===== src/rtl/score_uart_reporter.sv =====
// Score reporter: transmits "S:NN\n" as 8N1 UART frames (LSB first) whenever
// the score changes or a resend is requested.
module score_uart_reporter #(
    parameter int CLKS_PER_BIT = 868,
    parameter int FRAME_LEN    = 5
) (
    input  logic       clk_100MHz,
    input  logic       reset,
    input  logic [5:0] score_in,
    input  logic       send_req,
    output logic       tx,
    output logic       busy,
    output logic       frame_done
);
    localparam logic [15:0] BAUD_LAST = 16'(CLKS_PER_BIT - 1);
    localparam logic [2:0]  LAST_BYTE = 3'(FRAME_LEN - 1);

    typedef enum logic [2:0] {IDLE, START, DATA, STOP, DONE} state_t;

    state_t      state, state_nx;
    logic [15:0] baud_cnt, baud_nx;
    logic [2:0]  bit_cnt, bit_nx;
    logic [2:0]  byte_idx, byte_nx;
    logic [5:0]  snapshot, snapshot_nx;
    logic [5:0]  last_reported, last_nx;
    logic        pending, pending_nx;
    logic        tx_nx, busy_nx, done_nx;
    logic [5:0]  tens, ones;
    logic [7:0]  cur_byte;
    logic        baud_wrap, trigger;

    assign baud_wrap = (baud_cnt == BAUD_LAST);
    assign trigger   = (score_in != last_reported) | send_req | pending;

    always_comb begin
        tens = snapshot / 6'd10;
        ones = snapshot % 6'd10;
        case (byte_idx)
            3'd0:    cur_byte = 8'h53;
            3'd1:    cur_byte = 8'h3A;
            3'd2:    cur_byte = 8'h30 + {2'b00, tens};
            3'd3:    cur_byte = 8'h30 + {2'b00, ones};
            default: cur_byte = 8'h0A;
        endcase
    end

    // tx/busy/frame_done are computed for the next state and registered
    always_comb begin
        state_nx    = state;
        baud_nx     = baud_cnt;
        bit_nx      = bit_cnt;
        byte_nx     = byte_idx;
        snapshot_nx = snapshot;
        last_nx     = last_reported;
        pending_nx  = pending | send_req;
        tx_nx       = 1'b1;
        busy_nx     = 1'b0;
        done_nx     = 1'b0;
        case (state)
            IDLE: begin
                if (trigger) begin
                    state_nx    = START;
                    snapshot_nx = score_in;
                    last_nx     = score_in;
                    pending_nx  = 1'b0;
                    byte_nx     = 3'd0;
                    baud_nx     = 16'd0;
                    tx_nx       = 1'b0;
                    busy_nx     = 1'b1;
                end
            end
            START: begin
                busy_nx = 1'b1;
                if (baud_wrap) begin
                    state_nx = DATA;
                    baud_nx  = 16'd0;
                    bit_nx   = 3'd0;
                    tx_nx    = cur_byte[0];
                end else begin
                    baud_nx = baud_cnt + 16'd1;
                    tx_nx   = 1'b0;
                end
            end
            DATA: begin
                busy_nx = 1'b1;
                if (baud_wrap) begin
                    baud_nx = 16'd0;
                    if (bit_cnt == 3'd7) begin
                        state_nx = STOP;
                        tx_nx    = 1'b1;
                    end else begin
                        bit_nx = bit_cnt + 3'd1;
                        tx_nx  = cur_byte[bit_nx];
                    end
                end else begin
                    baud_nx = baud_cnt + 16'd1;
                    tx_nx   = cur_byte[bit_cnt];
                end
            end
            STOP: begin
                busy_nx = 1'b1;
                if (baud_wrap) begin
                    baud_nx = 16'd0;
                    if (byte_idx < LAST_BYTE) begin
                        byte_nx  = byte_idx + 3'd1;
                        state_nx = START;
                        tx_nx    = 1'b0;
                    end else begin
                        state_nx = DONE;
                        busy_nx  = 1'b0;
                        done_nx  = 1'b1;
                    end
                end else begin
                    baud_nx = baud_cnt + 16'd1;
                end
            end
            DONE: begin
                state_nx = IDLE;
            end
            default: begin
                state_nx = IDLE;
            end
        endcase
    end

    always_ff @(posedge clk_100MHz or posedge reset) begin
        if (reset) begin
            state         <= IDLE;
            baud_cnt      <= 16'd0;
            bit_cnt       <= 3'd0;
            byte_idx      <= 3'd0;
            snapshot      <= 6'd0;
            last_reported <= 6'd0;
            pending       <= 1'b0;
            tx            <= 1'b1;
            busy          <= 1'b0;
            frame_done    <= 1'b0;
        end else begin
            state         <= state_nx;
            baud_cnt      <= baud_nx;
            bit_cnt       <= bit_nx;
            byte_idx      <= byte_nx;
            snapshot      <= snapshot_nx;
            last_reported <= last_nx;
            pending       <= pending_nx;
            tx            <= tx_nx;
            busy          <= busy_nx;
            frame_done    <= done_nx;
        end
    end
endmodule


===== config.mk =====
export PLATFORM = sky130hd
export DESIGN_NAME = score_uart_reporter
export DESIGN_NICKNAME = d
export VERILOG_FILES = /design/src/rtl/score_uart_reporter.sv
export SDC_FILE = /design/constraint.sdc
export NUM_CORES = 1
export LEC_CHECK = 0
export CORE_MARGIN = 2
export CORE_UTILIZATION = 39
export DETAILED_ROUTE_END_ITERATION = 7
export SLEW_MARGIN = 40
export SYNTH_ARGS = -nofsm -noshare
export SYNTH_HDL_FRONTEND = slang
export SYNTH_SLANG_ARGS = --single-unit

===== constraint.sdc =====
create_clock -name clk_100MHz -period 3.3 [get_ports clk_100MHz]
set_clock_uncertainty 0.2 [all_clocks]
set_input_delay 0.495 -clock clk_100MHz [delete_from_list [all_inputs] [get_ports clk_100MHz]]
set_output_delay 0.495 -clock clk_100MHz [all_outputs]
set_load 0.01 [all_outputs]

==> impl_metrics.toml <==
[cells_and_area]
drive_gt1_share_pct = 7.216
final_net_count = 308
synthToLayoutAreaGrowth_pct = 8.689
antennaDiodeCount = 0
fillers = 596
regArea_um2 = 877.1
multi_input_area_mm2 = 0.001435
stdcell_area_mm2 = 0.002676
final_util_pct = 44.41
fin_cells = 366

[drt]
drtAntennaViolNets = 0
drc = 0
drt-initial-drc-count = 112
vias = 2058
avgRoutedWirePerCell_um = 14.15
vias_per_cell = 5.623
wl_um = 5178
firstDrtPassIters = 4

[pwr]
finalPower_mw = 0.8316
vdd_drop_max_mv = 0.2044
p_leak_nw = 1.072
powerDensity_mw_per_mm2 = 310.7

[logic_synthesis]
ys.flop_type = "dfrtp_1"
netlist_area_mm2 = 0.002462
syn_area_per_cell_um2 = 8.580
synth_seq_area_share_pct = 35.62
synth-compound-area-share_pct = 21.44
synth_edf_count = 0
synth_seq_cells = 35
synth.area.top_cells = "dfrtp_1 (35%), o21ai_0 (5.7%), ha_1 (4.6%)"
synth_top_family_by_area = "simple AND/OR/NAND/NOR gates"
synth_top_area_share_pct = 34.55
yosys.area_share.simple_pct = 23.88
ys_warn_count = 0
synth_xor_area_share_pct = 4.980
synth-async-reset-ratio_pct = 100.0
synth_top_area_cell = "dfrtp_1"
muxShareOfSynthArea_pct = 3.049
post_synth_num_cell_types = 58
synth_cells = 287
synth_fa_ha_area_share_pct = 4.573

[setup_path]
critPathRequiredTime_ns = 3.29
start_kind = "flip-flop"
cp.buffers_inverters = 1
r2r-end = "tx$_DFF_PP1_"
end_kind = "flip-flop"
reg2reg_slack_ns = 0.46
cpMaxStageDelayCell = "dfrtp_1"
crit_chain = "clkinv_1 -> ha_1 -> nor4bb_1 -> a32o_1 -> a221oi_1 -> nor3b_1 -> o41ai_1 -> o31ai_1"
max_stage_delay_ns = 0.50
path_delay_family = "compound AO/OA/AOI/OAI gates"
path_max_fanout = 12
cp.arrival_ns = 2.84
crit_type = "flip-flop to flip-flop"
reg2regPathDepth = 8
r2r_start = "byte_idx[2]$_DFFE_PP0P_"

[placement]
portBuffers = 11
dp.cells = 358
gp_congestion = 0.7994
dpl.hpwl_um = 3746
postPlaceCellArea_mm2 = 0.002590

[clocking]
cts-root-buf = "clkbuf_8"
clock_path_buffers = 2
path_clk_slew_ns = 0.07
numCtsBuffers = 5
htreeDepth = 2
cts_tree = "built"
postCtsResizedCells = 0
post_cts_buffers = 0
postCtsHoldBufs = 0
worstSkewPairLatency_ns = 0.28
clock_sinks = 35

[floorplanning]
die_y_um = 83.46
die-area_mm2 = 0.006966
num_rows = 28
floorplan.die.width_um = 83.46
core_area_mm2 = 0.006026
start_util_pct = 40.86
boundaryPins = 12

[global_routing]
grt_use_total_pct = 15.36
grt_pass1_vias = 1892
grt_antenna_before_repair = 0
grt_overflow_total = 0
grt_pass1_wl_um = 8942
grt_max_degree = 28

[flow_run]
max-cap-violations = 0

[timing]
finalHoldViolCount = 0
relSlewSlack_pct = 53.57
worst_pin_slew_ns = 0.6877
drv_slew = 0
min_period_over_period_pct = 86.19
rsz0062_at_grt = "no"
setup_violations = 0
timing.fmax_ghz = 0.3516
post-route-min-period_ns = 2.844
setup_tns_ns = 0

[hold_path]
hold_path_class = "flip-flop to flip-flop"
min_path_cells = 1
worstHoldStart = "baud_cnt[15]$_DFFE_PP0P_"
hold_end = "baud_cnt[15]$_DFFE_PP0P_"

[run_status]
status = "finished, final reports clean"
[through the flow]
stage                     worst slack (ns)  hold slack (ns)
final                               0.4559           0.2852
after global routing                0.2422           0.3043
after CTS                           0.4600           0.2891
after detailed placement            0.4864           0.2794
after global placement              0.4834           0.2743
after floorplan                      1.035           0.2483
[metal layers]
metal	global-route usage, %	part of all wire [%]	up-vias
met4	4.839	0.83	0
met2	21.85	42	29
met1	22.93	54	968
met3	3.660	3.3	4
li1	-	-	1057
met5	0	0	-
[state kept, by name, indices dropped and copies added, names as in the netlist]
signal / count
baud_cnt: 16
bit_cnt: 3
busy: 1
byte_idx: 3
frame_done: 1
last_reported: 6
pending: 1
state: 3
tx: 1
[report_power, final]
group	leakage, nW	switching [mW]	internal (mW)
registers	0.431	0.0264	0.447
clock network	0.0412	0.150	0.147
logic	0.600	0.0301	0.0308
total	1.07	0.207	0.625
[placed cells by master (no fill, tap or decap), types with 5 or more instances in the layout]
cell type | synthesis | routed
o21ai_0 | 28 | 28
nand2b_1 | 8 | 8
xnor2_1 | 9 | 9
inv_1 | 11 | 10
dfrtp_1 | 34 | 34
ha_1 | 9 | 9
nor2_1 | 22 | 22
a31oi_1 | 8 | 8
o31ai_1 | 9 | 9
nand2_1 | 23 | 23
nand3_1 | 9 | 9
nor3_1 | 8 | 8
clkdlybuf4s50_1 | 0 | 11
nor2b_1 | 11 | 11
clkbuf_8 | 0 | 5
a21oi_1 | 5 | 5
xor2_1 | 5 | 5
[cell type report]
class,count,area share (%)
Timing Repair Buffer,15,5.236
Clock inverter,2,0.4675
Clock buffer,6,2.712
Sequential cell,35,32.77
Tap cell,75,3.506
Inverter,12,1.683
Multi-Input combinational cell,221,53.62
[cell families after synthesis]
family | Yosys count
AO/OA/AOI/OAI | 79
XOR/XNOR | 14
adder cells (fa/ha/maj) | 9
buffers and inverters | 32
flip-flops | 35
multiplexers | 7
other | 1
AND/OR/NAND/NOR | 110
[synthesized netlist by cell type, drive strengths merged (2+ instances only)]
cell type and instances:
o221ai 2, or3 2, nor3 8, a211oi 3, nand4 4, nor2b 11
mux2i 3, nand2 23, nor3b 3, a31oi 8, ha 9, nand3 9
o22ai 2, o21ai 28, nor4 3, mux2 4, nor2 22, buf 14
o311ai 3, or2 2, o21bai 2, a311oi 2, a21oi 5, inv 11
and3 3, dfrtp 34, xor2 5, o31ai 9, clkbuf 6, nand2b 8
xnor2 9, o41ai 3, or4 4, a22o 3, nand3b 2
[how the worst max path moves through the flow]
stage / from / to / slack (ns) / cells after the start
after global routing: byte_idx[2]$_DFFE_PP0P_ / tx$_DFF_PP1_ / 0.24 / 8
after detailed placement: byte_idx[2]$_DFFE_PP0P_ / tx$_DFF_PP1_ / 0.49 / 8
after CTS: byte_idx[2]$_DFFE_PP0P_ / tx$_DFF_PP1_ / 0.46 / 8
final: byte_idx[2]$_DFFE_PP0P_ / tx$_DFF_PP1_ / 0.46 / 8
after global placement: byte_idx[2]$_DFFE_PP0P_ / tx$_DFF_PP1_ / 0.48 / 8
after floorplan: byte_idx[2]$_DFFE_PP0P_ / tx$_DFF_PP1_ / 1.03 / 10
[worst reg2reg max path, cell delays in order (launching register included)]
cell	delay (ns)
dfrtp_1	0.50
clkinv_1	0.27
ha_1	0.41
nor4bb_1	0.19
a32o_1	0.23
a221oi_1	0.36
nor3b_1	0.09
o41ai_1	0.38
o31ai_1	0.13
(Power assumes the default switching activity.)
